## src/rtl/ifu_bpu.sv

```systemverilog
// ifu_bpu: static branch predictor for JAL/JALR/Bxx with JALR rs1 hazard resolution.
// Optional macro SIMPLECORE_BPU_JALR_XN_EN enables resolving xn JALR through a read port 1 borrow.
module ifu_bpu #(
  parameter int PC_SIZE     = 32,
  parameter int XLEN        = 32,
  parameter int RFIDX_WIDTH = 5
) (
  input  logic                   clk,
  input  logic                   rst_n,
  input  logic                   i_valid,
  input  logic [PC_SIZE-1:0]     i_pc,
  input  logic                   dec_bjp,
  input  logic                   dec_jal,
  input  logic                   dec_jalr,
  input  logic                   dec_bxx,
  input  logic [RFIDX_WIDTH-1:0] dec_jalr_rs1idx,
  input  logic [XLEN-1:0]        dec_bjp_imm,
  input  logic [XLEN-1:0]        rf2bpu_x1,
  input  logic [XLEN-1:0]        rf2bpu_rs1,
  input  logic                   oitf_empty,
  input  logic                   ir_empty,
  input  logic                   ir_rs1en,
  input  logic                   ir_rden,
  input  logic [RFIDX_WIDTH-1:0] ir_rdidx,
  input  logic                   flush_req,
  output logic                   bpu_wait,
  output logic                   prdt_valid,
  output logic                   prdt_taken,
  output logic [PC_SIZE-1:0]     prdt_pc,
  output logic                   bpu2rf_rs1_ena,
  output logic [RFIDX_WIDTH-1:0] bpu2rf_rs1_idx
);
  typedef enum logic [2:0] {S_IDLE, S_WAIT_X1, S_WAIT_XN, S_RF_REQ, S_RF_RD} state_t;
  state_t state, state_nxt;
  logic bjp_v, rs1_x0, rs1_x1, ir_wr, dep_x1, jalr_xn, xn_fall, live, fire, wait_c, taken_c, jalr_tgt;
  logic [XLEN-1:0] base, op1, op2, sum, tgt;
  assign bjp_v   = i_valid & dec_bjp;
  assign rs1_x0  = dec_jalr_rs1idx == '0;
  assign rs1_x1  = dec_jalr_rs1idx == RFIDX_WIDTH'(1);
  assign ir_wr   = ~ir_empty & ir_rden;
  assign dep_x1  = ~oitf_empty | (ir_wr & (ir_rdidx == RFIDX_WIDTH'(1)));
  assign jalr_xn = dec_jalr & ~rs1_x0 & ~rs1_x1;
  assign live    = rst_n & ~flush_req;
`ifdef SIMPLECORE_BPU_JALR_XN_EN
  logic xn_ready;
  assign xn_fall        = 1'b0;
  assign xn_ready       = oitf_empty & ~(ir_wr & (ir_rdidx == dec_jalr_rs1idx)) & (ir_empty | ~ir_rs1en);
  assign bpu2rf_rs1_ena = live & (state == S_RF_REQ);
  assign bpu2rf_rs1_idx = dec_jalr_rs1idx;
  assign base           = (state == S_RF_RD) ? rf2bpu_rs1 : rs1_x0 ? '0 : rf2bpu_x1;
`else
  logic unused_xn;
  assign xn_fall        = jalr_xn;
  assign bpu2rf_rs1_ena = 1'b0;
  assign bpu2rf_rs1_idx = '0;
  assign base           = rs1_x0 ? '0 : rf2bpu_x1;
  assign unused_xn      = ^{rf2bpu_rs1, ir_rs1en};
`endif
  always_comb begin
    state_nxt = state;
    fire      = 1'b0;
    wait_c    = 1'b0;
    case (state)
      S_IDLE: if (bjp_v) begin
        if (dec_jalr & rs1_x1 & dep_x1) begin
          wait_c    = 1'b1;
          state_nxt = S_WAIT_X1;
        end
`ifdef SIMPLECORE_BPU_JALR_XN_EN
        else if (jalr_xn) begin
          wait_c    = 1'b1;
          state_nxt = S_WAIT_XN;
        end
`endif
        else fire = 1'b1;
      end
      S_WAIT_X1: begin
        fire      = ~dep_x1;
        wait_c    = dep_x1;
        state_nxt = dep_x1 ? S_WAIT_X1 : S_IDLE;
      end
`ifdef SIMPLECORE_BPU_JALR_XN_EN
      S_WAIT_XN: begin
        wait_c    = 1'b1;
        state_nxt = xn_ready ? S_RF_REQ : S_WAIT_XN;
      end
      S_RF_REQ: begin
        wait_c    = 1'b1;
        state_nxt = S_RF_RD;
      end
      S_RF_RD: begin
        fire      = 1'b1;
        state_nxt = S_IDLE;
      end
`endif
      default: state_nxt = S_IDLE;
    endcase
    if (flush_req) state_nxt = S_IDLE;
  end
  // JALR (except the no-wait xn fallback) adds to its base; not-taken Bxx and fallback use pc+4
  assign jalr_tgt   = dec_jalr & ~xn_fall;
  assign op1        = jalr_tgt ? base : XLEN'(i_pc);
  assign op2        = (xn_fall | (dec_bxx & ~dec_bjp_imm[XLEN-1])) ? XLEN'(4) : dec_bjp_imm;
  assign sum        = op1 + op2;
  assign tgt        = jalr_tgt ? {sum[XLEN-1:1], 1'b0} : sum;
  assign taken_c    = dec_jal | jalr_tgt | (dec_bxx & dec_bjp_imm[XLEN-1]);
  assign prdt_valid = live & fire;
  assign bpu_wait   = live & wait_c;
  assign prdt_taken = prdt_valid & taken_c;
  assign prdt_pc    = prdt_valid ? PC_SIZE'(tgt) : '0;
  always_ff @(posedge clk or negedge rst_n)
    if (!rst_n) state <= S_IDLE;
    else state <= state_nxt;
  always_ff @(posedge clk)
    if (rst_n && state != S_IDLE) assert (i_valid);
endmodule
```

## config.mk

```make
export PLATFORM = sky130hd
export DESIGN_NAME = ifu_bpu
export DESIGN_NICKNAME = d
export VERILOG_FILES = /design/src/rtl/ifu_bpu.sv
export SDC_FILE = /design/constraint.sdc
export NUM_CORES = 1
export LEC_CHECK = 0
export BUFFER_PORTS_ARGS = -buffer_cell sky130_fd_sc_hd__buf_2
export CORE_UTILIZATION = 41
export DETAILED_ROUTE_END_ITERATION = 8
export MAX_ROUTING_LAYER = met4
export PLACE_DENSITY = 0.84
export SYNTH_ARGS = -nofsm -noshare
export SYNTH_HDL_FRONTEND = slang
export SYNTH_SLANG_ARGS = --single-unit
```

## constraint.sdc

```tcl
create_clock -name clk -period 3.1 [get_ports clk]
set_input_delay 0.155 -clock clk [delete_from_list [all_inputs] [get_ports clk]]
set_output_delay 0.155 -clock clk [all_outputs]
set_load 0.1 [all_outputs]
```

==> results.cfg, run 1 <==
[die]
die_h_um = 88.15
pin_count = 191
initial_core_util = 0.4218
die_x_um = 88.15
row_count = 31

[yosys]
synth_area_mm2 = 0.003043
synth_edf_count = 0
synth_area_leaders = ha_1 (13%), nand2_1 (12%), o21ai_0 (8.7%), a21oi_1 (6.4%), and2_1 (6.4%)
synth_cell_types = 63
avgSynthCellArea_um2 = 6.110
synth_top_area_share = 0.1275
async_flop_share = 1.000
synth_seq_cells = 1
ys_seq_area_frac = 0.008224
synthFlopType = dfrtp_1
synth_top_cell_by_area = ha_1
netlist_instances = 498
yosysWarnings = 0

[global_routing]
grt_max_degree = 29

[placement]
dp_slack_ns = -0.5064
dpl.hpwl_um = 11100
placed_area_mm2 = 0.005497
globalplace.congestion = 0.9842
dp_cells = 833
numPortBuffers = 151

[timing]
grt_worst_setup_endpoint = prdt_pc[22]
endpoint_type = top-level output

[outcome]
status = aborted with a tool error
stop_error = [ERROR DPL-0038] Utilization greater than 100%, impossible to legalize
haltStage = global routing (5_1_grt)
[what timing repair did]
| item | CTS |
|---|---|
| cloned | 5 |
| setup buffers | 36 |
| pin swaps | 64 |
| resized for setup | 178 |
| hold endpoints to repair | 1 |
| setup endpoints to repair | 25 |
| hold buffers | 1 |
[metrics by stage]
stage | hold slack (ns) | TNS (ns)
after CTS | 0.3543 | -2.591
after detailed placement | -0.05761 | -6.595
after global placement | -0.06108 | -3.505
after floorplan | -0.1406 | -4.822
[cell families after synthesis]
family	count (synthesis)	synth area share
AND/OR/NAND/NOR	221	0.3590
AO/OA/AOI/OAI	176	0.3746
buffers and inverters	51	0.07525
adder cells (fa/ha/maj)	32	0.1340
XOR/XNOR	13	0.03742
multiplexers	3	0.01028
other	1	0.001232
flip-flops	1	0.008222
[synthesized netlist by cell type (all sizes together) (4+ instances only)]
cell    count
nand2      95
o21ai      54
a21oi      40
and2       31
ha         31
nor2       23
clkbuf     22
nor3       21
buf        15
o21a       15
inv        14
o211ai     11
a21o       10
nand4       9
nand3       8
or3         8
xnor2       7
a31oi       6
xor2        6
a211oi      5
nand2b      5
nor3b       5
o21bai      5
nor4        4
==> run 2: changes to the inputs <==
CORE_UTILIZATION = 40   (was 41)
MAX_ROUTING_LAYER = default   (was met4)
PLACE_DENSITY = default   (was 0.84)
PLACE_DENSITY_LB_ADDON = 0.15   (was default)
clock period = 4 ns   (was 3.1 ns; I/O delays follow)
==> run 2 against run 1 <==
Compared with the run above: the flow now finishes without violations; synthesized area unchanged; synthesized cell count unchanged.
==> results.cfg, run 2 <==
[outcome]
status = complete, no violations

[yosys]
yosys.area_share.simple = 0.3590
synth_xor_xnor_area_share = 0.03742
synth_area_leaders = ha_1 (13%), nand2_1 (12%), o21ai_0 (8.7%), a21oi_1 (6.4%), and2_1 (6.4%)
synth_compound_area_frac = 0.3746
yosys.area_share.adder = 0.1340
synth_most_common_cell = nand2_1
ys_seq_area_frac = 0.008224
synth_top_cell_by_area = ha_1
synth_cell_types = 63
synth_top_family_by_area = compound AO/OA/AOI/OAI gates
async_flop_share = 1.000
synth_commonest_cells = nand2_1 (95), o21ai_0 (53), a21oi_1 (39)
yosysWarnings = 0
netlist_instances = 498
synthFlopType = dfrtp_1
avgSynthCellArea_um2 = 6.110
synth_edf_count = 0
synth_seq_cells = 1
synth_area_mm2 = 0.003043
muxShareOfSynthArea = 0.01028
synth_top_area_share = 0.1275

[setup_path]
crit_path_start_kind = input port
worst-setup-path-type = in2out
crit_chain = buf_2 -> nor4_4 -> buf_4 -> nand2_2 -> buf_4 -> nand2_1 -> o21ai_0 -> ha_1 -> nand2_1 -> or3_1 -> or4_1 -> a311oi_2 -> nor3_1 -> nor3_4 -> buf_12
slowest_stage = or4_1
critPathMaxFanout = 38
worstPathBufferInverterCount = 4
crit_path_max_incr_delay_ns = 0.46
cp.required_ns = 3.80
arrival_ns = 3.64
endpoint_kind = output port
critPathTopFamily = simple AND/OR/NAND/NOR gates

[finish]
final_area_mm2 = 0.004437
fill_cells = 730
num-nets-final = 815
num_antenna_cells = 0
drive_gt1_frac = 0.3138
area_growth_pct = 45.81
final_common_cell = buf_2
multi_input_area_mm2 = 0.002982
regArea_um2 = 25.02
largest-register = state
largest_reg_flops = 1
layout_common_cells = buf_2 (125), nand2_1 (94), o21ai_0 (49)
fin_cells = 730
reg.largest.list = state: 1 flops

[route]
finalWirelength_um = 10380
drt_first_iter_violations = 173
via_count = 4009
post_drt_wl_per_cell_um = 14.22
dr.pass1.iters = 5
detail-route-antenna-nets = 0
drcViolationCount = 0
viasPerCell = 5.492

[power]
p_leak_nw = 2.103
power.density_mw_per_mm2 = 134.7
irDropWorstVdd_mv = 0.07093

[placement]
numPortBuffers = 151
globalplace.congestion = 0.8823
dp_cells = 725
placed_area_mm2 = 0.004368
dpl.hpwl_um = 8511

[die]
die-area_mm2 = 0.007960
die_h_um = 89.22
pin_count = 191
initial_core_util = 0.4173
row_count = 31
coreArea_mm2 = 0.007292
die_x_um = 89.22

[global_routing]
antenna_found_initial = 0
grt_usage = 0.2494
grt_pass1_vias = 3451
gr-total-overflow = 0
grt_pass1_wl_um = 16080
grt_max_degree = 39

[cts]
clk_pin_slew_ns = 0
clkLatencyLatePin_ns = 0

[timing]
hold_violations = 0
skew_ns = 0
fmax_mhz = 260.2
drv_slew = 0
tns_ns = 0
max_slew_margin = 0.6038
fin_crit_sh = 0.9610
setup_viol = 0
period_minus_slack_ns = 3.844
worst_pin_slew_ns = 0.5943

[min_path]
worst_hold_path_type = in2reg

[flow_run]
drv_cap = 0
run 2: cell counts after synthesis:
Identical to the previous run, type by type.
run 2: timing repair:
action,in CTS,in global routing
hold endpoints to repair,1,0
buffers inserted,0,4
endpoints found under the setup margin,0,8
resized for setup,0,9
hold buffers,1,0
run 2: cells by family after synthesis:
| group | count (synthesis) |
|---|---|
| buf+inv | 51 |
| simple gates | 221 |
| fa+ha+maj | 32 |
| mux | 3 |
| xor+xnor | 13 |
| compound gates | 176 |
| flops | 1 |
| other cells | 1 |
run 2: power breakdown:
group,switching (mW),internal (mW)
Clock,0,0
Combinational,0.364,0.223
Sequential,0.0000119,0.0103
run 2: worst paths after layout:
| check | start | endpoint | slack (ns) | cells after the start |
|---|---|---|---|---|
| max reg2reg | state[0] | state[0] | 3.24 | 2 |
| max | dec_jalr_rs1idx[1] | prdt_pc[28] | 0.16 | 15 |
| min in group asynchronous | rst_n | state[0] | 0.53 | 2 |
| min reg2reg | state[0] | state[0] | 0.66 | 2 |
| max in group asynchronous | rst_n | state[0] | 3.38 | 2 |
| min | flush_req | state[0] | 0.40 | 2 |
run 2: per-layer routing:
metal  vias to the layer above  part of all wire  GRT usage
li1                       2073                 -          -
met1                      1806              0.47     0.3432
met2                       126              0.48     0.4545
met5                         -                 0          0
met4                         0            0.0057    0.01299
met3                         4             0.046   0.005540
run 2: metrics by stage:
stage,worst slack (ns),power [mW],utilization,hold WS (ns)
after floorplan,-0.08049,0.4205,-,-0.09559
after global routing,-0.004985,0.6515,0.6084,0.4113
final,0.1561,0.5978,0.6084,0.3981
after CTS,0.1353,0.5853,0.6004,0.4038
after global placement,0.2070,0.5746,0.5990,-0.01128
after detailed placement,0.1598,0.5815,0.5990,-0.01133
run 2: cell type report:
class,count,area share
multi-input cells,451,0.6720
repair buffers,165,0.2826
well taps,99,0.02792
inverters,14,0.01184
flip-flops and latches,1,0.005640
(Power assumes the default switching activity.)
